File: src/rtl/fir_sample_feeder_pkg.sv
// Constants and types shared by the sample feeder and the downstream FIR filter.
package fir_sample_feeder_pkg;

    localparam int CLK_HZ    = 12_000_000;
    localparam int SAMPLE_HZ = 600_000;
    localparam int DIV       = CLK_HZ / SAMPLE_HZ;
    localparam int DW        = 3;
    localparam int DEPTH     = 8;
    localparam int LVL_W     = $clog2(DEPTH) + 1;

    typedef logic signed [DW-1:0] sample_t;

endpackage

File: src/rtl/fir_sample_feeder_if.sv
// Producer write port, strobe control and FIR-facing outputs of the sample feeder.
interface fir_sample_feeder_if #(
    parameter int DW    = fir_sample_feeder_pkg::DW,
    parameter int DEPTH = fir_sample_feeder_pkg::DEPTH
);

    logic                      iEnable;
    logic                      iWrValid;
    logic signed [DW-1:0]      iWrData;
    logic                      oWrReady;
    logic                      iClrUnderflow;
    logic                      oEnSample_600kHz;
    logic signed [DW-1:0]      oFirIn;
    logic [$clog2(DEPTH):0]    oLevel;
    logic                      oUnderflow;

    modport master (
        output iEnable, iWrValid, iWrData, iClrUnderflow,
        input  oWrReady, oEnSample_600kHz, oFirIn, oLevel, oUnderflow
    );

    modport slave (
        input  iEnable, iWrValid, iWrData, iClrUnderflow,
        output oWrReady, oEnSample_600kHz, oFirIn, oLevel, oUnderflow
    );

endinterface

File: src/rtl/fir_in_fifo.sv
// Synchronous FIFO for input samples; full/empty come from the occupancy count.
module fir_in_fifo #(
    parameter int DW    = fir_sample_feeder_pkg::DW,
    parameter int DEPTH = fir_sample_feeder_pkg::DEPTH
) (
    input  logic                     clk,
    input  logic                     rst_n,
    input  logic                     push,
    input  logic [DW-1:0]            wr_data,
    input  logic                     pop,
    output logic [DW-1:0]            rd_data,
    output logic                     full,
    output logic                     empty,
    output logic [$clog2(DEPTH):0]   level
);

    localparam int AW = $clog2(DEPTH);

    logic [DW-1:0] mem [DEPTH];
    logic [AW-1:0] wr_ptr;
    logic [AW-1:0] rd_ptr;
    logic [AW:0]   count;
    logic          do_push;
    logic          do_pop;

    assign full    = (count == (AW+1)'(DEPTH));
    assign empty   = (count == '0);
    assign do_push = push && !full;
    assign do_pop  = pop && !empty;
    assign rd_data = mem[rd_ptr];
    assign level   = count;

    // NOTE: control state uses non-blocking assignments so every register sees pre-edge values.
    always_ff @(posedge clk or negedge rst_n) begin
        if (!rst_n) begin
            wr_ptr <= '0;
            rd_ptr <= '0;
            count  <= '0;
        end else begin
            if (do_push) wr_ptr <= wr_ptr + 1'b1;
            if (do_pop)  rd_ptr <= rd_ptr + 1'b1;
            case ({do_push, do_pop})
                2'b10:   count <= count + 1'b1;
                2'b01:   count <= count - 1'b1;
                default: count <= count;
            endcase
        end
    end

    // NOTE: storage is not reset; the pointers and count alone decide what is valid.
    always_ff @(posedge clk) begin
        if (do_push) mem[wr_ptr] <= wr_data;
    end

endmodule

File: src/rtl/fir_sample_feeder.sv
// Buffers producer samples and presents one per 600 kHz strobe to the FIR filter.
module fir_sample_feeder #(
    parameter int DIV   = fir_sample_feeder_pkg::DIV,
    parameter int DEPTH = fir_sample_feeder_pkg::DEPTH,
    parameter int DW    = fir_sample_feeder_pkg::DW
) (
    input  logic               iClk_12MHz,
    input  logic               iRsn,
    fir_sample_feeder_if.slave bus
);

    localparam int CW = $clog2(DIV);

    logic [CW-1:0]           count;
    logic                    pop_edge;
    logic                    strobe;
    logic signed [DW-1:0]    fir_in;
    logic                    underflow;
    logic [DW-1:0]           head;
    logic                    full;
    logic                    empty;
    logic [$clog2(DEPTH):0]  level;

    fir_in_fifo #(.DW(DW), .DEPTH(DEPTH)) u_fifo (
        .clk     (iClk_12MHz),
        .rst_n   (iRsn),
        .push    (bus.iWrValid),
        .wr_data (bus.iWrData),
        .pop     (pop_edge),
        .rd_data (head),
        .full    (full),
        .empty   (empty),
        .level   (level)
    );

    // Popping one cycle early lets strobe and sample appear together at count DIV-1.
    assign pop_edge = bus.iEnable && (count == CW'(DIV - 2));

    always_ff @(posedge iClk_12MHz or negedge iRsn) begin
        if (!iRsn) begin
            count     <= '0;
            strobe    <= 1'b0;
            fir_in    <= '0;
            underflow <= 1'b0;
        end else begin
            if (!bus.iEnable)                 count <= '0;
            else if (count == CW'(DIV - 1))   count <= '0;
            else                              count <= count + 1'b1;

            strobe <= pop_edge;
            if (pop_edge) fir_in <= empty ? '0 : $signed(head);

            // A new underflow on the same edge as a clear must win.
            if (pop_edge && empty)       underflow <= 1'b1;
            else if (bus.iClrUnderflow)  underflow <= 1'b0;
        end
    end

    assign bus.oWrReady         = !full;
    assign bus.oEnSample_600kHz = strobe;
    assign bus.oFirIn           = fir_in;
    assign bus.oLevel           = level;
    assign bus.oUnderflow       = underflow;

endmodule

File: src/flat_wrapper.sv
// flat-port wrapper written by rule: the top's interface ports become plain ports
module fir_sample_feeder_flat 
#(
    parameter int DIV   = fir_sample_feeder_pkg::DIV,
    parameter int DEPTH = fir_sample_feeder_pkg::DEPTH,
    parameter int DW    = fir_sample_feeder_pkg::DW
)
  (iClk_12MHz, iRsn, bus_iEnable, bus_iWrValid, bus_iWrData, bus_iClrUnderflow, bus_oWrReady, bus_oEnSample_600kHz, bus_oFirIn, bus_oLevel, bus_oUnderflow);
  fir_sample_feeder_if #(.DW(DW), .DEPTH(DEPTH)) bus_i ();
  input  logic iClk_12MHz;
  input  logic iRsn;
  input wire logic [$bits(bus_i.iEnable)-1:0] bus_iEnable;
  input wire logic [$bits(bus_i.iWrValid)-1:0] bus_iWrValid;
  input wire logic [$bits(bus_i.iWrData)-1:0] bus_iWrData;
  input wire logic [$bits(bus_i.iClrUnderflow)-1:0] bus_iClrUnderflow;
  output wire logic [$bits(bus_i.oWrReady)-1:0] bus_oWrReady;
  output wire logic [$bits(bus_i.oEnSample_600kHz)-1:0] bus_oEnSample_600kHz;
  output wire logic [$bits(bus_i.oFirIn)-1:0] bus_oFirIn;
  output wire logic [$bits(bus_i.oLevel)-1:0] bus_oLevel;
  output wire logic [$bits(bus_i.oUnderflow)-1:0] bus_oUnderflow;
  assign bus_i.iEnable = bus_iEnable;
  assign bus_i.iWrValid = bus_iWrValid;
  assign bus_i.iWrData = bus_iWrData;
  assign bus_i.iClrUnderflow = bus_iClrUnderflow;
  assign bus_oWrReady = bus_i.oWrReady;
  assign bus_oEnSample_600kHz = bus_i.oEnSample_600kHz;
  assign bus_oFirIn = bus_i.oFirIn;
  assign bus_oLevel = bus_i.oLevel;
  assign bus_oUnderflow = bus_i.oUnderflow;
  fir_sample_feeder #(.DIV(DIV), .DEPTH(DEPTH), .DW(DW)) u_core (.iClk_12MHz(iClk_12MHz), .iRsn(iRsn), .bus(bus_i));
endmodule
File: config.mk
export PLATFORM = sky130hd
export DESIGN_NAME = fir_sample_feeder_flat
export DESIGN_NICKNAME = d
export VERILOG_FILES = /design/src/rtl/fir_sample_feeder_pkg.sv /design/src/rtl/fir_sample_feeder_if.sv /design/src/rtl/fir_in_fifo.sv /design/src/rtl/fir_sample_feeder.sv /design/src/flat_wrapper.sv
export SDC_FILE = /design/constraint.sdc
export NUM_CORES = 1
export LEC_CHECK = 0
export BUFFER_PORTS_ARGS = -buffer_cell sky130_fd_sc_hd__buf_2
export CAP_MARGIN = 20
export CORE_MARGIN = 2
export CORE_UTILIZATION = 50
export CTS_BUF_LIST = sky130_fd_sc_hd__clkbuf_16
export DETAILED_ROUTE_END_ITERATION = 7
export PLACE_DENSITY = 0.72
export RECOVER_POWER = 100
export REMOVE_ABC_BUFFERS = 1
export SYNTH_ARGS = -nofsm -noshare
export SYNTH_HDL_FRONTEND = slang
export SYNTH_SLANG_ARGS = --single-unit
File: constraint.sdc
create_clock -name iClk_12MHz -period 5.22 [get_ports iClk_12MHz]
set_input_delay 1.566 -clock iClk_12MHz [delete_from_list [all_inputs] [get_ports iClk_12MHz]]
set_output_delay 1.566 -clock iClk_12MHz [all_outputs]
set_load 0.02 [all_outputs]
==> results_dict.tcl <==
set metrics [dict create \
    die_area_mm2 0.00443 \
    synthDistinctLibCells 36 \
    antenna_left 0 \
    clk_latency_ns 0.28 \
    worstSetupPathType "input pin to flop" \
    path_clk_slew_ns 0.06 \
    wl_per_cell_um 14.7 \
    routed_via_density 5.47 \
    drv_cap 0 \
    r2r_cells 8 \
    grt_use_total_pct 16.7 \
    drive_above_1_share_pct 13.0 \
    cts_made_buffers 5 \
    worst_pin_slew_ns 1.06 \
    slew_violations 0 \
    setup_viol 0 \
    cp_max_fo 8 \
    layout_commonest_cell "edfxtp_1" \
    p_leak_nw 0.836 \
    ys_seq_area_share_pct 62.4 \
    slowest_delay_ns 0.36 \
    cp_slowest_cell "o311ai_0" \
    vias 1149 \
    layout_common_cells "edfxtp_1 (24), dfrtp_1 (20), clkbuf_1 (15)" \
    grt_use_met3_pct 3.55 \
    hold_violations 0 \
    hold_buffers 0 \
    max-slew-margin-rel_pct 29.5 \
    cts.htree.levels 2 \
    start_util_pct 52.6 \
    vdd_ir_drop_max_uv 237 \
    cp_common_cell "ha_1" \
    arrival_ns 3.64 \
    syn_inst 141 \
    cts_resized 0 \
    grtUsageMet1_pct 21.9 \
    die_w_um 66.5 \
    hp-class "flop to flop" \
    drc 0 \
    crit_chain "clkbuf_1 -> nand3_1 -> inv_1 -> nand2_1 -> clkinvlp_2 -> ha_1 -> ha_1 -> a21oi_1 -> o21ai_0 -> o311ai_0" \
    finalCritPeriodShare_pct 66.8 \
    num-fill-cells 314 \
    syn_area_per_cell_um2 13.9 \
    fp.dieH_um 66.5 \
    syn_to_final_growth_pct 12.3 \
    hold_slack_ns 0.494 \
    startpoint_type "input pin" \
    cts_max_path_buffers 2 \
    status "completed" \
    rsz0062_at_grt "false" \
    dp_hpwl_mm 2.33 \
    cts_tree "built" \
    routed_wl_mm 3.10 \
    diodes 0 \
    synth_seq_cells 44 \
    nNetsFinal 177 \
    io-pin-count 18 \
    rows 22 \
    ys.flop_type "edfxtp_1" \
    top_usage_layer "met2" \
    grt_overflow 0 \
    crit_required_ns 5.38 \
    period_needed_ns 3.48 \
    grt_start_max_net_pins 21 \
    end_kind "flop" \
    synthesis.yosys.warnings 0 \
    hold_depth 2 \
    fin_setup_tns_ns 0 \
    root_buffer "clkbuf_16" \
    portBuffers 17 \
    skew_ns 0.00283 \
    cts.sink_count 44 \
    p_per_area_mw_per_mm2 437 \
    max_freq_mhz 287 \
    antenna_found_initial 0 \
    grt_pass1_wl_mm 5.35 \
    async_flop_share_pct 45.5 \
    first_iter_violations 62 \
    first_global_vias 1148 \
    synthesis.area_mm2 0.00196 \
    post_cts_buffers 0 \
    met2_usage_pct 26.8 \
    core-area_mm2 0.00372 \
    drt_first_pass_iters 4 \
    place_congestion 0.783 \
    synth_edf_count 24 \
]
## final timing paths
path	start	to	slack, ns
worst min register to register	u_core.bus.oFirIn[0]$_DFFE_PN0N_	u_core.bus.oFirIn[0]$_DFFE_PN0N_	0.49
min in group asynchronous	iRsn	u_core.bus.oUnderflow$_DFFE_PN0P_	1.45
worst max-delay path	bus_iEnable	u_core.u_fifo.level[3]$_DFFE_PN0P_	1.74
max in group asynchronous	iRsn	u_core.u_fifo.level[0]$_DFFE_PN0P_	3.13
worst max register to register	u_core.u_fifo.level[0]$_DFFE_PN0P_	u_core.u_fifo.level[3]$_DFFE_PN0P_	2.33
worst min-delay path	u_core.bus.oFirIn[0]$_DFFE_PN0N_	u_core.bus.oFirIn[0]$_DFFE_PN0N_	0.49
## sequential cells by signal (all words and copies together), names as in the netlist
register / flops
u_core.bus.oEnSample_600kHz: 1
u_core.u_fifo.mem: 24
u_core.bus.oUnderflow: 1
u_core.u_fifo.rd_ptr: 3
u_core.bus.oFirIn: 3
u_core.u_fifo.wr_ptr: 3
u_core.count: 5
u_core.u_fifo.level: 4
## metal layers
layer / share of wire (%) / vias to the layer above
li1: - / 542
met1: 41 / 567
met2: 51 / 35
met3: 6.4 / 5
met4: 1.7 / 0
met5: 0 / -
## kinds of logic after synthesis
group / Yosys count / synth area share [%]
AOI/OAI and AO/OA: 12 / 3.33
muxes: 12 / 10.3
buffers and inverters: 14 / 2.88
xor gates and xnor gates: 7 / 3.14
adders and majority gates: 8 / 5.50
and+or+nand+nor: 44 / 12.4
DFF: 44 / 62.4
## area by class of cell
type	instances	area (um2)	share of cell area (%)
flip-flops and latches	44	1220	55.6
multi-input cells	83	661	30.1
clock buffers	5	125	5.70
repair buffers	17	66.3	3.02
well taps	48	60.1	2.74
inverters	10	38.8	1.77
clock inverters	3	23.8	1.08
## worst max-delay path, delay by kind of cell
| family | cells | cell delay [ns] |
|---|---|---|
| AO/OA/AOI/OAI | 3 | 0.69 |
| adder cells (fa/ha/maj) | 2 | 0.65 |
| buffers and inverters | 3 | 0.41 |
| AND/OR/NAND/NOR | 2 | 0.31 |
## where the power goes
part	internal [mW]	leakage, nW	switching, mW
logic	0.0741	0.289	0.110
clock network	0.178	0.0660	0.125
registers	0.425	0.480	0.0485
total	0.676	0.836	0.284
## cells in the mapped netlist (2+ instances only)
| cell | n | area share (%) |
|---|---|---|
| mux2i_1 | 4 | 2.0 |
| xor2_1 | 3 | 1.3 |
| o21ai_0 | 7 | 1.8 |
| mux4_2 | 6 | 6.9 |
| a21oi_1 | 3 | 0.77 |
| edfxtp_1 | 24 | 37 |
| dfrtp_1 | 20 | 26 |
| nand2_1 | 11 | 2.1 |
| xnor2_1 | 4 | 1.8 |
| ha_1 | 7 | 4.5 |
| nand3_1 | 4 | 1.0 |
| nand2b_1 | 4 | 1.3 |
| inv_1 | 9 | 1.7 |
| nor2_1 | 10 | 1.9 |
| nor3_1 | 3 | 0.77 |
| buf_1 | 2 | 0.38 |
## through the flow
stage | worst slack, ns | power [mW] | area, um2 | utilization [%] | cells
after floorplan | 2.10 | 0.609 | 1940 | - | 137
after CTS | 1.96 | 0.977 | 2230 | 60.1 | 210
after global placement | 1.91 | 0.662 | 2080 | 56.1 | 202
final | 1.74 | 0.960 | 2200 | 59.1 | 210
after global routing | 1.57 | 1.02 | 2200 | 59.1 | 210
after detailed placement | 1.65 | 0.675 | 2080 | 56.1 | 202
Power figures use the tool's default switching activity.
